File: src/rtl/pma_region_table.sv
`default_nettype none
// ============================================================================
// Module      : pma_region_table
// Description : Runtime-programmable physical-memory-attribute table.
//               NrRules regions, each holding base, length and a 4-bit
//               attribute field {L, NI, C, X}. A registered lookup port
//               returns the attributes of the lowest-indexed enabled region
//               containing the address. A single-cycle config port programs
//               and reads back the table.
// Revision    : 1.0 - initial release
//
// Ports:
//   clk_i, rst_i           clock, asynchronous active-high reset
//   cfg_req_i/we_i         config request, 1=write 0=read
//   cfg_idx_i/field_i      entry index, field (0 base, 1 length, 2 attr)
//   cfg_wdata_i            write data (attr uses [3:0])
//   cfg_rvalid_o/rdata_o   response pulse and read data, one cycle later
//   cfg_err_o              access error, valid with cfg_rvalid_o
//   lookup_valid_i/addr_i  attribute query
//   result_valid_o         query answer, one cycle later
//   hit_o, match_idx_o     match flag and winning entry
//   exec_o/cached_o/nonidem_o  winning attributes (miss: 0/0/1)
//
// Optional feature (macro PMA_REGION_STATS_EN):
//   miss_count_o           saturating count of missed lookups
//   miss_count_clr_i       synchronous clear, wins over increment
// ============================================================================
module pma_region_table #(
   parameter int unsigned                  NrRules   = 4,
   parameter int unsigned                  AddrWidth = 64,
   parameter logic [NrRules*AddrWidth-1:0] RstBase   = '0,
   parameter logic [NrRules*AddrWidth-1:0] RstLength = '0,
   parameter logic [NrRules*4-1:0]         RstAttr   = '0
) (
   input  logic                 clk_i,
   input  logic                 rst_i,
   input  logic                 cfg_req_i,
   input  logic                 cfg_we_i,
   input  logic [3:0]           cfg_idx_i,
   input  logic [1:0]           cfg_field_i,
   input  logic [AddrWidth-1:0] cfg_wdata_i,
   output logic                 cfg_rvalid_o,
   output logic [AddrWidth-1:0] cfg_rdata_o,
   output logic                 cfg_err_o,
   input  logic                 lookup_valid_i,
   input  logic [AddrWidth-1:0] lookup_addr_i,
   output logic                 result_valid_o,
   output logic                 hit_o,
   output logic [3:0]           match_idx_o,
   output logic                 exec_o,
   output logic                 cached_o,
   output logic                 nonidem_o
`ifdef PMA_REGION_STATS_EN
   ,
   output logic [31:0]          miss_count_o,
   input  logic                 miss_count_clr_i
`endif
);

   localparam logic [4:0] NrRulesIdx = 5'(NrRules);

   logic [AddrWidth-1:0] base_q   [NrRules];
   logic [AddrWidth-1:0] base_d   [NrRules];
   logic [AddrWidth-1:0] length_q [NrRules];
   logic [AddrWidth-1:0] length_d [NrRules];
   logic [3:0]           attr_q   [NrRules];
   logic [3:0]           attr_d   [NrRules];

   logic                 cfg_rvalid_q, cfg_rvalid_d;
   logic                 cfg_err_q, cfg_err_d;
   logic [AddrWidth-1:0] cfg_rdata_q, cfg_rdata_d;

   logic                 result_valid_q, result_valid_d;
   logic                 hit_q, hit_d;
   logic [3:0]           match_idx_q, match_idx_d;
   logic                 exec_q, exec_d;
   logic                 cached_q, cached_d;
   logic                 nonidem_q, nonidem_d;

   logic [AddrWidth-1:0] sel_base, sel_length;
   logic [3:0]           sel_attr;
   logic                 cfg_bad;

   logic                 found;
   logic [3:0]           win_idx;
   logic [3:0]           win_attr;

   // ---------------------------------------------------------------------
   // Config port: decode, error check, write-back and read mux
   // ---------------------------------------------------------------------
   always_comb begin
      base_d      = base_q;
      length_d    = length_q;
      attr_d      = attr_q;
      sel_base    = '0;
      sel_length  = '0;
      sel_attr    = '0;
      cfg_rdata_d = '0;

      for (int i = 0; i < NrRules; i++) begin
         if (cfg_idx_i == 4'(i)) begin
            sel_base   = base_q[i];
            sel_length = length_q[i];
            sel_attr   = attr_q[i];
         end
      end

      // An out-of-range index selects nothing, so sel_attr[3] is 0 there and
      // the range check alone flags it.
      cfg_bad = ({1'b0, cfg_idx_i} >= NrRulesIdx) || (cfg_field_i == 2'd3) ||
                (cfg_we_i && sel_attr[3]);

      cfg_rvalid_d = cfg_req_i;
      cfg_err_d    = cfg_req_i && cfg_bad;

      if (cfg_req_i && !cfg_bad) begin
         if (cfg_we_i) begin
            for (int i = 0; i < NrRules; i++) begin
               if (cfg_idx_i == 4'(i)) begin
                  case (cfg_field_i)
                     2'd0:    base_d[i]   = cfg_wdata_i;
                     2'd1:    length_d[i] = cfg_wdata_i;
                     2'd2:    attr_d[i]   = cfg_wdata_i[3:0];
                     default: ;
                  endcase
               end
            end
         end else begin
            case (cfg_field_i)
               2'd0:    cfg_rdata_d = sel_base;
               2'd1:    cfg_rdata_d = sel_length;
               2'd2:    cfg_rdata_d = {{(AddrWidth-4){1'b0}}, sel_attr};
               default: cfg_rdata_d = '0;
            endcase
         end
      end
   end

   // ---------------------------------------------------------------------
   // Lookup: lowest enabled matching entry wins. The end bound is formed one
   // bit wider so a region reaching the top of the address space does not
   // wrap to a small limit.
   // ---------------------------------------------------------------------
   always_comb begin
      found    = 1'b0;
      win_idx  = '0;
      win_attr = '0;
      for (int i = 0; i < NrRules; i++) begin
         if (!found && (length_q[i] != '0) && (lookup_addr_i >= base_q[i]) &&
             ({1'b0, lookup_addr_i} < ({1'b0, base_q[i]} + {1'b0, length_q[i]}))) begin
            found    = 1'b1;
            win_idx  = 4'(i);
            win_attr = attr_q[i];
         end
      end

      result_valid_d = lookup_valid_i;
      hit_d          = 1'b0;
      match_idx_d    = '0;
      exec_d         = 1'b0;
      cached_d       = 1'b0;
      nonidem_d      = 1'b0;
      if (lookup_valid_i) begin
         hit_d       = found;
         match_idx_d = found ? win_idx : 4'd0;
         exec_d      = found & win_attr[0];
         cached_d    = found & win_attr[1];
         // Unmapped space is treated as non-idempotent.
         nonidem_d   = !found | win_attr[2];
      end
   end

   always_ff @(posedge clk_i or posedge rst_i) begin
      if (rst_i) begin
         for (int i = 0; i < NrRules; i++) begin
            base_q[i]   <= RstBase[i*AddrWidth +: AddrWidth];
            length_q[i] <= RstLength[i*AddrWidth +: AddrWidth];
            attr_q[i]   <= RstAttr[i*4 +: 4];
         end
         cfg_rvalid_q   <= 1'b0;
         cfg_err_q      <= 1'b0;
         cfg_rdata_q    <= '0;
         result_valid_q <= 1'b0;
         hit_q          <= 1'b0;
         match_idx_q    <= '0;
         exec_q         <= 1'b0;
         cached_q       <= 1'b0;
         nonidem_q      <= 1'b0;
      end else begin
         base_q         <= base_d;
         length_q       <= length_d;
         attr_q         <= attr_d;
         cfg_rvalid_q   <= cfg_rvalid_d;
         cfg_err_q      <= cfg_err_d;
         cfg_rdata_q    <= cfg_rdata_d;
         result_valid_q <= result_valid_d;
         hit_q          <= hit_d;
         match_idx_q    <= match_idx_d;
         exec_q         <= exec_d;
         cached_q       <= cached_d;
         nonidem_q      <= nonidem_d;
      end
   end

   assign cfg_rvalid_o   = cfg_rvalid_q;
   assign cfg_err_o      = cfg_err_q;
   assign cfg_rdata_o    = cfg_rdata_q;
   assign result_valid_o = result_valid_q;
   assign hit_o          = hit_q;
   assign match_idx_o    = match_idx_q;
   assign exec_o         = exec_q;
   assign cached_o       = cached_q;
   assign nonidem_o      = nonidem_q;

`ifdef PMA_REGION_STATS_EN
   // Counts on the same edge that registers the missed result.
   logic [31:0] miss_count_q, miss_count_d;

   always_comb begin
      miss_count_d = miss_count_q;
      if (miss_count_clr_i) begin
         miss_count_d = '0;
      end else if (lookup_valid_i && !found && (miss_count_q != 32'hFFFF_FFFF)) begin
         miss_count_d = miss_count_q + 32'd1;
      end
   end

   always_ff @(posedge clk_i or posedge rst_i) begin
      if (rst_i) begin
         miss_count_q <= '0;
      end else begin
         miss_count_q <= miss_count_d;
      end
   end

   assign miss_count_o = miss_count_q;
`endif

endmodule
`default_nettype wire

File: config.mk
export PLATFORM = sky130hd
export DESIGN_NAME = pma_region_table
export DESIGN_NICKNAME = d
export VERILOG_FILES = /design/src/rtl/pma_region_table.sv
export SDC_FILE = /design/constraint.sdc
export NUM_CORES = 2
export LEC_CHECK = 0
export ABC_CLOCK_PERIOD_IN_PS = 40300
export BUFFER_PORTS_ARGS = -buffer_cell sky130_fd_sc_hd__buf_2
export CELL_PAD_IN_SITES_DETAIL_PLACEMENT = 1
export CELL_PAD_IN_SITES_GLOBAL_PLACEMENT = 1
export CORE_MARGIN = 5
export CORE_UTILIZATION = 42
export DETAILED_ROUTE_END_ITERATION = 16
export GPL_TIMING_DRIVEN = 1
export PLACE_DENSITY = 0.67
export REMOVE_ABC_BUFFERS = 1
export SLEW_MARGIN = 20
export SYNTH_ARGS = -nofsm -noshare
export SYNTH_HDL_FRONTEND = slang
export SYNTH_SLANG_ARGS = --single-unit
File: constraint.sdc
create_clock -name clk_i -period 40.3 [get_ports clk_i]
set_input_delay 2.015 -clock clk_i [delete_from_list [all_inputs] [get_ports clk_i]]
set_output_delay 2.015 -clock clk_i [all_outputs]
set_load 0.01 [all_outputs]
---- Word-level counts from Yosys, hierarchy flattened ----
Index checks and enable logic that the tools add are counted.
operators by class
  reductions and logical operators ........ 39
  $lt $le $gt $ge ......................... 9
  bitwise operators ....................... 3
  multiplexer cells ....................... 32
  $add $sub $neg .......................... 4
  equal/unequal tests ..................... 6
operators with widths
  kind                                                  number
  two-way mux 64 bit                                    10
  adder 64 x 64 -> 65 bit                               4
  less-than comparator 64 x 65 -> 1 bit                 4
  >= comparator 64 bit                                  4
  nonzero test 64 bit                                   4
  case mux 64 bit (3 select lines)                      1
  AND reduction 4 bit                                   12
  two-way mux 4 bit                                     8
  logical AND 1 bit                                     14
  two-way mux 3 bit                                     4
  two-way mux 1 bit                                     9
  == test 4 x 2 -> 1 bit (second input constant)        2
  logical NOT 1 bit                                     5
  == test 2 bit (second input constant)                 2
  == test 4 x 1 -> 1 bit (second input constant)        1
  >= comparator 4 x 3 -> 1 bit (second input constant)  1
  logical NOT 4 bit                                     1
  bitwise AND 1 bit                                     2
  == test 2 x 1 -> 1 bit (second input constant)        1
  logical NOT 2 bit                                     1
  logical OR 1 bit                                      2
  OR 1 bit                                              1
word-level totals
  output and inout port bits .............. 75
  bits of input ports ..................... 139
  word-level logic and storage cells ...... 114
  register bits ........................... 603

---- Longest topological paths before layout ----
  depth in word-level cells ............... 22
  gate-level depth with buffers ........... 29

---- Least setup slack after synthesis ----
OpenSTA, ideal clock, no wires.
  path type ............................... register -> register
  start point ............................. reg base_q[8] in the netlist's numbering
  end point ............................... reg nonidem_q (netlist: nonidem_o)
  required time ........................... 40.180 ns
  cell stages (with the launch flop) ...... 28
  arrival ................................. 5.748 ns
  buffers on the path ..................... 0
  path slack .............................. 34.431 ns
  cell sequence ........................... dfrtp_1 > ha_1 > a21o_1 > a21o_1 > a2111o_1 > o21ai_1 > a21oi_1 > a31oi_1 > o2111ai_1 > a21o_1 > a21o_1 > a311o_1 > a2111oi_0 > o21bai_1 > xnor2_1 > ha_1 > a21o_1 > a21o_1 > a21oi_1 > o21ai_0 > a2111oi_0 > o21ai_0 > a21oi_1 > o211ai_1 > and3_1 > a221o_1 > nand2b_1 > o211a_1
on the way
  longest elaborated chain between the ends .. 7
ends and longest elaborated chain
  element                                                                     line      source
  from (decl)                                                                 62        logic [AddrWidth-1:0] base_q [NrRules];
  from (signal, indexed assignment)                                           176       base_q[i] <= RstBase[i*AddrWidth +: AddrWidth];
  from (signal assigned)                                                      190       base_q <= base_d;
  adder 64 x 64 -> 65 bit or >= comparator 64 bit (tied branches)             150, 149
  less-than comparator 64 x 65 -> 1 bit or logical AND 1 bit (tied branches)  150, 149
  logical AND 1 bit (*)                                                       149       if (!found && (length_q[i] != '0) && (lookup_addr_i >= base_q[i]) &&
  two-way mux 1 bit                                                           149
  logical NOT 1 bit                                                           169       nonidem_d = !found | win_attr[2];
  OR 1 bit (*)                                                                169
  two-way mux 1 bit (*)                                                       163       if (lookup_valid_i) begin
  via nonidem_d                                                               78        logic nonidem_q, nonidem_d;
  to (signal assigned)                                                        201       nonidem_q <= nonidem_d;
  to (decl)                                                                   78
Mark *: on every way through the listed nets, which the timed path passes. The rest lies on a longest branch.
A chain may end at the register's enable or synchronous reset.

---- Worst setup path in the final report ----
  start point ............................. reg length_q[12] in the netlist's numbering
  end point ............................... reg nonidem_q (netlist: nonidem_o)
on the way
  longest elaborated chain between the ends .. 8
ends and longest elaborated chain
  element                                                                          line  source
  from (decl)                                                                      64    logic [AddrWidth-1:0] length_q [NrRules];
  from (signal, indexed assignment)                                                177   length_q[i] <= RstLength[i*AddrWidth +: AddrWidth];
  from (signal assigned)                                                           191   length_q <= length_d;
  parallel branches: the longest is 3 deep, another holds adder 64 x 64 -> 65 bit  n/a
  logical AND 1 bit (*)                                                            149
  two-way mux 1 bit                                                                149
  logical NOT 1 bit                                                                169
  OR 1 bit (*)                                                                     169
  two-way mux 1 bit (*)                                                            163
  via nonidem_d                                                                    78
Mark *: on every way through the listed nets, which the timed path passes.

==> impl_metrics.py <==
metrics = {
    "synth": {
        "post-synth-top-area-cell": "sky130_fd_sc_hd__dfrtp_1",
        "post_synth_xor_area_fraction": 0.0398,
        "post_synth_num_cell_types": 88,
        "synth-seq-cells": 601,
        "yosys.area_share.simple": 0.104,
        "asyncSetResetFlopFracSynth": 1.00,
        "post_synth_instance_area_um2": 51000,
        "syn-instance-count": 5418,
        "synth_enable_flop_cells": 0,
        "top_area_cell_type_share_of_the_netlist_area": 0.295,
        "syn_area_per_cell_um2": 9.42,
        "synth_compound_gate_area_share": 0.219,
        "synth_mux_area_frac": 0.116,
        "synth_ff_type": "sky130_fd_sc_hd__dfrtp_1",
        "synth_top_family_by_area": "compound AO/OA/AOI/OAI gates",
        "ys_seq_area_frac": 0.295,
        "synth_warnings": 0,
        "synthTopCellsByArea": "sky130_fd_sc_hd__dfrtp_1 (29%), sky130_fd_sc_hd__ha_1 (19%), sky130_fd_sc_hd__mux2_2 (12%), sky130_fd_sc_hd__a21oi_1 (4.7%), sky130_fd_sc_hd__a21o_1 (4.4%)",
        "post_synth_adder_cell_area": 0.189,
    },
    "power": {
        "power.leakage_nw": 26.9,
        "seqPwrFrac": 0.391,
        "power.combinational.fraction": 0.155,
        "pwr-share-clk": 0.454,
        "switchingPower_uw": 499,
        "swShare": 0.307,
        "irDropWorstVdd_v": 0.0000313,
        "pwr_density_cell_nw_per_um2": 28.8,
        "intPower_mw": 1.13,
    },
    "worst_setup_path": {
        "path_class": "reg2reg",
        "crit_top_cell": "sky130_fd_sc_hd__a21o_1",
        "cp_data_arrival_time_ns": 9.24,
        "critical_path.slowest_cell": "sky130_fd_sc_hd__a2111oi_0",
        "critPathMaxFanout": 6,
        "setup.worst_path.end_class": "flop",
        "slowest_delay_ns": 0.70,
        "worst_setup_path_start_kind": "flop",
        "worst_ep_required_time_ns": 40.89,
    },
    "timing": {
        "transition_time_of_the_tightest_slew_check_pin_ns": 1.26,
        "period_minus_slack_ns": 8.65,
        "max-slew-margin-rel": 0.152,
        "whs_ns": 0.470,
        "final_max_tran_viols": 0,
        "fmax_mhz": 116,
        "layout_worst_path_cycle_share": 0.215,
        "rsz0062_at_grt": "false",
        "timing.final.setup_violations": 0,
        "fin_ws_ns": 31.65,
        "fin_setup_tns_ns": 0,
        "clock_skew_ns": 0.0234,
        "final_hold_viol_count": 0,
    },
    "die": {
        "pin_count": 214,
        "floorplan.rows": 128,
        "chipHeight_um": 359,
        "start_util": 0.421,
        "placeableCoreArea_um2": 121000,
        "design.die.area_um2": 129000,
        "die_width_um": 359,
    },
    "global_routing": {
        "grt_pass1_wl_mm": 319,
        "antenna_found_initial": 15,
        "grt_remaining_overflow": 0,
        "grtUsageTotal": 0.332,
        "grt_pass1_vias": 47400,
        "grt_max_degree": 135,
    },
    "final_layout": {
        "syn2layout_area_growth_pct": 10.8,
        "layout.nets": 6461,
        "final_common_cell": "sky130_fd_sc_hd__ha_1",
        "num-fill-cells": 13800,
        "finalCoreUtilization": 0.467,
        "fraction_of_layout_cells_with_a_size_suffix_above_1": 0.173,
        "instances_no_fill": 7247,
        "mostFrequentLayoutCells": "sky130_fd_sc_hd__ha_1 (764), sky130_fd_sc_hd__dfrtp_1 (601), sky130_fd_sc_hd__mux2_2 (524)",
    },
    "clock_tree": {
        "worstSkewPairLatency_ns": 0.71,
        "clock_path_buffers": 3,
        "cts.reportedPaths.clkPinSlew_ns": 0.06,
        "tritoncts": "built",
        "cts_repair_resize_count": 0,
        "tritoncts.num_buffers": 79,
        "postCtsSetupRepairBufs": 0,
        "cts_num_sinks": 601,
        "cts_hold_repair.buffers": 0,
        "cts-root-buf": "sky130_fd_sc_hd__clkbuf_16",
        "cts_max_level": 3,
    },
    "route": {
        "viasPerCell": 6.36,
        "dr.pass1.iters": 5,
        "antenna_violating_nets_post_route": 0,
        "wire_per_inst_um": 30.0,
        "dr.first_iter.drc_count": 3291,
        "vias": 46100,
        "remaining_drc_errors": 0,
        "routed_wirelength_mm": 217,
    },
    "placed_design": {
        "port-buffer-count": 211,
        "placement.setup.worst_slack_ns": 31.89,
        "numPlacedInstances": 7098,
        "post-dp-hpwl_mm": 167,
        "gpl.final_weighted_congestion": 0.962,
    },
    "hold_path": {
        "hold_path.class": "reg2reg",
    },
    "job": {
        "cap_viol_max_count": 0,
    },
    "outcome": {
        "status": "completed",
    },
}
path summary, 6_finish.rpt:
path / from / endpoint / slack [ns] / depth (start not counted)
setup reg to reg: length_q[12]$_DFFE_PP0P_ / nonidem_o$_DFF_PP0_ / 31.65 / 27
min in group asynchronous: rst_i / cfg_rdata_o[33]$_DFF_PP0_ / 1.43 / 2
max in group asynchronous: rst_i / cfg_rdata_o[62]$_DFF_PP0_ / 36.38 / 4
hold / removal: attr_q[11]$_DFFE_PP0P_ / attr_q[11]$_DFFE_PP0P_ / 0.47 / 1
hold reg to reg: attr_q[11]$_DFFE_PP0P_ / attr_q[11]$_DFFE_PP0P_ / 0.47 / 1
setup / recovery: length_q[12]$_DFFE_PP0P_ / nonidem_o$_DFF_PP0_ / 31.65 / 27
power groups by stage:
stage | Combinational (mW) | Sequential (mW) | Clock, mW
global placement | 0.240 | 0.646 | 0
floorplan | 0.138 | 0.637 | 0
detailed placement | 0.247 | 0.647 | 0
CTS | 0.249 | 0.636 | 0.750
finish | 0.252 | 0.637 | 0.739
global route | 0.276 | 0.637 | 0.773
critical path, delay by kind of cell, from the launching register on:
kind,cells,cell delay (ns)
fa+ha+maj,2,0.63
flops,1,0.44
compound gates,22,6.78
xor+xnor,1,0.21
simple gates,2,0.45
stage by stage:
stage,total power [mW],area (µm²)
finish,1.63,56600
global route,1.69,56600
CTS,1.64,56500
detailed placement,0.893,53900
global placement,0.886,53900
floorplan,0.775,50300
state kept, by name, summed over array words and instances (netlist names):
name / cells
match_idx_o: 2
base_q: 256
cfg_err_o: 1
cfg_rvalid_o: 1
nonidem_o: 1
cfg_rdata_o: 64
cached_o: 1
hit_o: 1
attr_q: 16
length_q: 256
result_valid_o: 1
exec_o: 1
cell usage after synthesis, types with 11 or more instances:
cell type,n
sky130_fd_sc_hd__a2111oi_0,20
sky130_fd_sc_hd__a211oi_1,35
sky130_fd_sc_hd__a21o_1,300
sky130_fd_sc_hd__a21oi_1,482
sky130_fd_sc_hd__a221oi_1,14
sky130_fd_sc_hd__a22oi_1,131
sky130_fd_sc_hd__a31o_2,12
sky130_fd_sc_hd__a31oi_1,31
sky130_fd_sc_hd__a41oi_1,12
sky130_fd_sc_hd__and2_1,18
sky130_fd_sc_hd__and3_1,32
sky130_fd_sc_hd__and4_1,14
sky130_fd_sc_hd__clkbuf_1,191
sky130_fd_sc_hd__dfrtp_1,601
sky130_fd_sc_hd__ha_1,764
sky130_fd_sc_hd__inv_1,316
sky130_fd_sc_hd__mux2_2,524
sky130_fd_sc_hd__nand2_1,197
sky130_fd_sc_hd__nand2b_1,62
sky130_fd_sc_hd__nand3_1,68
sky130_fd_sc_hd__nand4_1,119
sky130_fd_sc_hd__nor2_1,275
sky130_fd_sc_hd__nor2b_1,70
sky130_fd_sc_hd__nor3_1,49
sky130_fd_sc_hd__nor4_1,86
sky130_fd_sc_hd__o211ai_1,152
sky130_fd_sc_hd__o21a_1,46
sky130_fd_sc_hd__o21ai_0,329
sky130_fd_sc_hd__o21bai_1,37
sky130_fd_sc_hd__o31ai_1,20
sky130_fd_sc_hd__or2_2,17
sky130_fd_sc_hd__or3_1,11
sky130_fd_sc_hd__xnor2_1,127
sky130_fd_sc_hd__xor2_1,105
routing by layer:
metal	part of all wire	global-route usage	wire length, µm
met1	0.44	0.439	94500
met2	0.46	0.546	101000
met3	0.061	0.0550	13300
met4	0.039	0.125	8460
met5	0.00018	0	39
final cells by class:
class                   instances  area, µm²  area share
diodes                          6       15.0    0.000265
clock buffers                 110       2250      0.0399
inverters                     316       1190      0.0211
multi-input cells            4302      34200       0.605
flip-flops and latches        601      15000       0.266
well taps                    1625       2030      0.0359
clock inverters                33        375     0.00663
repair buffers                254       1430      0.0253
cell families (layout without fill, tap and decap cells):
logic type,count (synthesis),after routing
compound gates,1730,1730
simple gates,1046,1046
fa+ha+maj,768,768
flops,601,601
mux,524,524
buf+inv,516,713
xor+xnor,232,232
other cells,1,8
(Power assumes the default switching activity.)
